File: config.mk
export PLATFORM = sky130hd
export DESIGN_NAME = alu_share_arbiter
export DESIGN_NICKNAME = d
export VERILOG_FILES = /design/src/rtl/alu_share_arbiter.sv
export SDC_FILE = /design/constraint.sdc
export NUM_CORES = 1
export LEC_CHECK = 0
export BUFFER_PORTS_ARGS = -buffer_cell sky130_fd_sc_hd__buf_4
export CAP_MARGIN = 20
export CORE_AREA = 2 2 117 119
export CTS_BUF_LIST = sky130_fd_sc_hd__clkbuf_4
export DETAILED_ROUTE_END_ITERATION = 8
export DIE_AREA = 0 0 119 121
export PLACE_DENSITY = 0.73
export SKIP_CTS_REPAIR_TIMING = 1
export SLEW_MARGIN = 20
export SYNTH_ARGS = -nofsm -noshare
export SYNTH_HDL_FRONTEND = slang
export SYNTH_SLANG_ARGS = --single-unit
File: constraint.sdc
create_clock -name clk_i -period 4.5 [get_ports clk_i]
set_clock_uncertainty 0.2 [all_clocks]
set_input_delay 0.225 -clock clk_i [delete_from_list [all_inputs] [get_ports clk_i]]
set_output_delay 0.225 -clock clk_i [all_outputs]
set_load 0.05 [all_outputs]
File: src/rtl/alu_share_arbiter.sv
// Round-robin arbiter sharing one combinational ALU between NUM_REQ requesters.
// One op in flight: operands registered in, result captured and held until accepted.
package alu_share_pkg;
  typedef enum logic [6:0] {
    F7_PASS = 7'b0000000,
    F7_NEG  = 7'b0100000
  } alu_funct7_e;

  typedef enum logic [2:0] {
    F3_ADD  = 3'b000,
    F3_SLL  = 3'b001,
    F3_SLT  = 3'b010,
    F3_SLTU = 3'b011,
    F3_XOR  = 3'b100,
    F3_SRL  = 3'b101,
    F3_OR   = 3'b110,
    F3_AND  = 3'b111
  } alu_funct3_e;
endpackage

module alu_share_arbiter
  import alu_share_pkg::*;
#(
  parameter int NUM_REQ = 2
) (
  input  logic                clk_i,
  input  logic                rst_i,
  input  logic [NUM_REQ-1:0]  req_valid_i,
  output logic [NUM_REQ-1:0]  req_ready_o,
  input  logic [31:0]         req_operand_1_i [NUM_REQ],
  input  logic [31:0]         req_operand_2_i [NUM_REQ],
  input  alu_funct7_e         req_funct7_i    [NUM_REQ],
  input  alu_funct3_e         req_funct3_i    [NUM_REQ],
  output logic [NUM_REQ-1:0]  rsp_valid_o,
  input  logic [NUM_REQ-1:0]  rsp_ready_i,
  output logic [31:0]         rsp_result_o,
  output logic [31:0]         alu_operand_1_o,
  output logic [31:0]         alu_operand_2_o,
  output alu_funct7_e         alu_funct7_o,
  output alu_funct3_e         alu_funct3_o,
  input  logic [31:0]         alu_result_i,
  output logic                busy_o
);

  localparam int ID_W = $clog2(NUM_REQ);

  typedef enum logic [1:0] {
    IDLE = 2'd0,
    EXEC = 2'd1,
    RESP = 2'd2
  } state_e;

  state_e           state_q, state_d;
  logic [ID_W-1:0]  rr_ptr_q;
  logic [ID_W-1:0]  owner_q;
  logic [ID_W-1:0]  next_ptr;
  logic [31:0]      op1_q, op2_q;
  alu_funct7_e      f7_q;
  alu_funct3_e      f3_q;
  logic [31:0]      result_q;

  logic             grant_vld;
  logic [ID_W-1:0]  grant_idx;
  logic [ID_W-1:0]  cand;
  logic             take;

  // Scan from rr_ptr upward with wrap; first valid requester wins.
  always_comb begin
    grant_vld = 1'b0;
    grant_idx = '0;
    cand      = '0;
    for (int i = 0; i < NUM_REQ; i++) begin
      cand = ID_W'((int'(rr_ptr_q) + i) % NUM_REQ);
      if (!grant_vld && req_valid_i[cand]) begin
        grant_vld = 1'b1;
        grant_idx = cand;
      end
    end
  end

  // Gating with rst_i keeps ready low while reset is held, even with requests pending.
  assign take     = (state_q == IDLE) && grant_vld && !rst_i;
  assign next_ptr = (owner_q == ID_W'(NUM_REQ - 1)) ? '0 : owner_q + ID_W'(1);

  always_comb begin
    state_d = state_q;
    case (state_q)
      IDLE:    if (take) state_d = EXEC;
      EXEC:    state_d = RESP;
      RESP:    if (rsp_ready_i[owner_q]) state_d = IDLE;
      default: state_d = IDLE;
    endcase
  end

  always_ff @(posedge clk_i or posedge rst_i) begin
    if (rst_i) begin
      state_q  <= IDLE;
      rr_ptr_q <= '0;
      owner_q  <= '0;
      op1_q    <= '0;
      op2_q    <= '0;
      f7_q     <= F7_PASS;
      f3_q     <= F3_ADD;
      result_q <= '0;
    end else begin
      state_q <= state_d;
      case (state_q)
        IDLE: begin
          if (take) begin
            owner_q <= grant_idx;
            op1_q   <= req_operand_1_i[grant_idx];
            op2_q   <= req_operand_2_i[grant_idx];
            f7_q    <= req_funct7_i[grant_idx];
            f3_q    <= req_funct3_i[grant_idx];
          end
        end
        EXEC: begin
          result_q <= alu_result_i;
          rr_ptr_q <= next_ptr;
        end
        default: ;
      endcase
    end
  end

  always_comb begin
    req_ready_o = '0;
    rsp_valid_o = '0;
    if (take) req_ready_o[grant_idx] = 1'b1;
    if (state_q == RESP) rsp_valid_o[owner_q] = 1'b1;
  end

  assign rsp_result_o    = (state_q == RESP) ? result_q : 32'd0;
  assign alu_operand_1_o = op1_q;
  assign alu_operand_2_o = op2_q;
  assign alu_funct7_o    = f7_q;
  assign alu_funct3_o    = f3_q;
  assign busy_o          = (state_q != IDLE);

endmodule
Word-level counts from Yosys, hierarchy flattened
Cells that the tools add are included.
{ "word_totals": {"reg_bits": 110, "latch_bits": 0, "mem_bits_rw": 0, "rom_bits": 0, "in_bits": 186, "out_inout_bits": 111, "elab_cells": 66, "n_memories": 0} }
{ "op_classes": {"n_addsub": 2, "multipliers": 0, "div": 0, "magnitude_cmp": 7, "n_eq_ne": 4, "shift": 0, "n_mux": 33, "n_bitwise": 1, "n_reduce_logical": 11} }
{ "op_table": {"columns": ["operator", "n"], "rows": [
  ["32-bit two-way mux", 7],
  ["7-bit two-way mux", 3],
  ["1-bit two-way mux", 13],
  ["3-bit two-way mux", 3],
  ["1-bit by 2-bit < comparator with 1-bit output (second input constant)", 4],
  ["2-bit two-way mux", 4],
  ["2-bit one-hot mux with 3 select lines", 1],
  ["1-bit logical AND", 5],
  ["2-bit != test (second input constant)", 2],
  ["2-bit AND reduction", 2],
  ["1-bit adder (second input constant)", 2],
  ["1-bit demux with 1-bit select", 2],
  ["2-bit by 1-bit equality test with 1-bit output (second input constant)", 1],
  ["2-bit equality test (second input constant)", 1],
  ["1-bit >= comparator (second input constant)", 2],
  ["2-bit >= comparator (second input constant)", 1],
  ["1-bit logical NOT", 2],
  ["2-bit logical NOT", 1],
  ["1-bit inverter with 2-bit output", 1],
  ["2-bit nonzero test", 1]
]} }

Logic depth before layout (Yosys ltp)
{ "depth": {"depth_word": 11, "mapped_depth": 5, "depth_no_buf": 3} }

Least setup slack after synthesis
OpenSTA, ideal clock, no wires.
{ "synth_path": {"path_type": "register to output", "from": "reg state_q[0]", "to": "out req_ready_o[1]", "arrival_ps": 1583, "required_ps": 4075, "slack_ps": 2492, "stages_incl_launch_ff": 5, "n_path_buf": 2, "path_cell_list": "dfrtp_1 > or3_4 > buf_6 > buf_6 > nor3b_4"} }
{ "synth_via": {"elab_chain_cells": 4} }
{ "synth_lines": {"columns": ["element", "line_no", "source"], "rows": [
  ["from (decl)", "53", "state_e state_q, state_d;"],
  ["from (signal assigned)", "106", "state_q <= state_d;"],
  ["2-bit logical NOT", "82", "assign take = (state_q == IDLE) && grant_vld && !rst_i;"],
  ["1-bit logical AND (2 in series)", "82", null],
  ["2-bit two-way mux", "129", "if (take) req_ready_o[grant_idx] = 1'b1;"],
  ["to (decl)", "29", "output logic [NUM_REQ-1:0] req_ready_o,"]
]} }
No other way between the ends.

Worst setup path in the final report
{ "layout_path": {"from": "reg state_q[0]", "to": "reg op1_q[13] (netlist: alu_operand_1_o[13])"} }
{ "layout_via": {"elab_chain_cells": 4} }
{ "layout_lines": {"columns": ["element", "line_no", "source"], "rows": [
  ["2-bit logical NOT (*)", "82, 107", null],
  ["1-bit logical AND (2 in series)", "82", null],
  ["2-bit AND reduction (no source line) (*)", null, null],
  ["to (signal assigned)", "111", "op1_q <= req_operand_1_i[grant_idx];"],
  ["to (decl)", "57", "logic [31:0] op1_q, op2_q;"]
]} }
Every way passes the cells marked *; elsewhere a longest branch is shown, timed or not.
A chain may end at the register's enable or synchronous reset.

==> flow_metrics.tcl <==
set metrics [dict create \
    synth_top_cells_by_area "dfrtp_1, a221o_1, mux2_2" \
    period_share 0.6936 \
    drtPass1Iterations 6 \
    clkTransAtPathRegs_ns 0.15 \
    setup_viol 0 \
    postSynthCellCount 463 \
    finalMaxSlewViolations 0 \
    multi_input_area_um2 2093 \
    htreeDepth 3 \
    syn_avg_cell_area_um2 11.04 \
    synth_edf_count 0 \
    synth_flop_cell "dfrtp_1" \
    peakVddDrop_mv 0.3927 \
    wl_per_cell_um 17.59 \
    dieArea_um2 14400 \
    grt_pass1_vias 4887 \
    gr-max-usage-layer "met2" \
    ys_async_sr_fraction 1.000 \
    grt_use_met1 0.2604 \
    place_congestion 0.8164 \
    grt_pass1_wl_um 24860 \
    synth_area_um2 5111 \
    switching_share 0.4831 \
    hp-class "input port to flop" \
    run_status "finished, violations left" \
    die_h_um 121 \
    cp.arrival_ns 3.30 \
    worst-path-max-fanout 40 \
    vias_per_cell 5.220 \
    drt-total-wl_um 18750 \
    whs_ns -0.006436 \
    cp-start-kind "flop" \
    cts_tree "yes" \
    leakagePower_nw 4.358 \
    rsz0062_at_grt "no" \
    fin_cells 1066 \
    violations "negative hold slack" \
    grt_use_met3 0.06203 \
    groute.usage.overall 0.2190 \
    synth_seq_cells 110 \
    yosysTopAreaCell "dfrtp_1" \
    finalHoldViolations 4 \
    io-pin-count 297 \
    drc_errors 0 \
    max_cap_violations 0 \
    p_seq_frac 0.290 \
    yosys_warnings 0 \
    period_minus_slack_ns 3.121 \
    core_area_um2 13090 \
    final_util 0.6908 \
    worstSetupEndpointType "flop" \
    cts_num_sinks 110 \
    port_buffers 296 \
    ff_latch_area_um2 2753 \
    drt_iter0_markers 376 \
    power_frac_clock 0.081 \
    power_density_nw_per_um2 676.6 \
    use_met2 0.3764 \
    clock_latency_ns 0.43 \
    internal_power_mw 3.161 \
    syn-num-nets 649 \
    cts_buffers 9 \
    p_sw_mw 2.955 \
    area_growth_pct 76.84 \
    synth-seq-area-share 0.5386 \
    nets 1071 \
    dpl.cell_count 894 \
    cts_max_path_buffers 2 \
    fmax_mhz 320.4 \
    antenna_found_initial 1 \
    route.vias.total 5564 \
    drive_gt1_frac 0.4016 \
    post-dp-hpwl_um 11480 \
    rows 42 \
    drt.antenna.violating_nets 0 \
    relSlewSlack 0.3726 \
    fin_setup_tns_ns 0 \
    die_w_um 119 \
    required_ns 4.68 \
    initial_core_util 0.3906 \
    critical_path_class "flop to flop" \
    combPwrFrac 0.630 \
    yosysUniqueCellTypes 23 \
    n_fill_cell 925 \
    cts_root_buf "clkbuf_4" \
    grt_overflow 0 \
    grt_max_degree 78 \
    worst_pin_slew_ns 0.9412 \
    synth.top_cell.area_share 0.5386 \
]
layout by cell type (no fill, tap or decap):
| cell type | instances |
|---|---|
| a21o_1 | 1 |
| a221o_1 | 74 |
| and2_1 | 33 |
| and2b_2 | 1 |
| and3_2 | 1 |
| buf_4 | 302 |
| bufinv_16 | 1 |
| clkbuf_4 | 13 |
| clkinv_1 | 1 |
| dfrtp_1 | 110 |
| diode_2 | 1 |
| dlygate4sd3_1 | 156 |
| inv_1 | 1 |
| inv_4 | 1 |
| mux2_2 | 33 |
| nand2_1 | 76 |
| nand2b_1 | 2 |
| nor2_1 | 1 |
| nor2b_1 | 1 |
| nor3_1 | 74 |
| nor3_2 | 1 |
| nor3b_4 | 1 |
| o21ai_0 | 2 |
| o21ai_4 | 1 |
| or2_2 | 1 |
| or3_4 | 1 |
kinds of logic after synthesis:
family,count (synthesis),share of synthesized area
and+or+nand+nor,193,0.1848
DFF,110,0.5386
AOI/OAI and AO/OA,78,0.1493
buffers and inverters,49,0.05459
muxes,33,0.07271
power by group through the flow:
stage | Clock, mW | Combinational [mW] | Sequential [mW]
6_report | 0.492 | 3.85 | 1.77
5_1_grt | 0.550 | 4.02 | 1.82
4_1_cts | 0.504 | 3.43 | 1.75
3_5_place_dp | 0 | 3.45 | 1.76
3_3_place_gp | 0 | 3.39 | 1.75
2_1_floorplan | 0 | 1.36 | 2.80
state kept, by name (all words and copies together) (netlist names):
signal,cells
alu_funct7_o,7
alu_operand_2_o,32
owner_q,1
result_q,32
rr_ptr_q,1
state_q,2
alu_funct3_o,3
alu_operand_1_o,32
worst max-delay path: stages, from the launching register on:
cell and delay, ns:
dfrtp_1 0.46, nor3_2 0.31, and3_2 0.76, buf_4 0.50, a221o_1 0.23, dlygate4sd3_1 0.57
Yosys cell counts (2+ instances only):
library cell	number
clkbuf_1	23
a221o_1	74
and2_1	33
o21ai_0	2
mux2_2	33
buf_6	10
nand2b_1	2
nand2_1	76
nor3_1	74
dfrtp_1	110
buf_2	13
inv_1	2
path summary, 6_finish.rpt:
kind	from	endpoint	slack [ns]	cells after the start
worst max-delay path	state_q[0]	alu_operand_1_o[13]	1.38	5
worst max register to register	state_q[0]	alu_operand_1_o[13]	1.38	5
worst min register to register	result_q[26]	result_q[26]	0.31	1
worst min-delay path	req_operand_1_i[26]	alu_operand_1_o[26]	-0.006	4
min in group asynchronous	rst_i	alu_operand_1_o[19]	0.37	3
max in group asynchronous	rst_i	alu_operand_1_o[27]	2.71	4
final cells by class:
cell class,count,share of cell area
clock buffers,13,0.01080
clock inverters,2,0.003738
diodes,1,0.0002769
well taps,176,0.02436
multi-input cells,304,0.2316
inverters,2,0.001107
flip-flops and latches,110,0.3045
repair buffers,458,0.4236
per-stage QoR:
step                hold slack [ns]  area, um2  setup slack, ns  power [mW]
global placement             0.2538       7343            2.029       5.140
CTS                         -0.2333       7475            1.779       5.692
detailed placement           0.2587       7343            1.995       5.209
global route              -0.001081       9039            1.249       6.391
finish                    -0.006436       9039            1.379       6.116
floorplan                    0.1703       5111            1.173       4.161
layer usage:
layer / vias to the layer above / part of all wire
met4: 0 / 0.028
li1: 2549 / -
met1: 2673 / 0.38
met3: 46 / 0.076
met2: 296 / 0.51
met5: - / 0
Power figures use the tool's default switching activity.
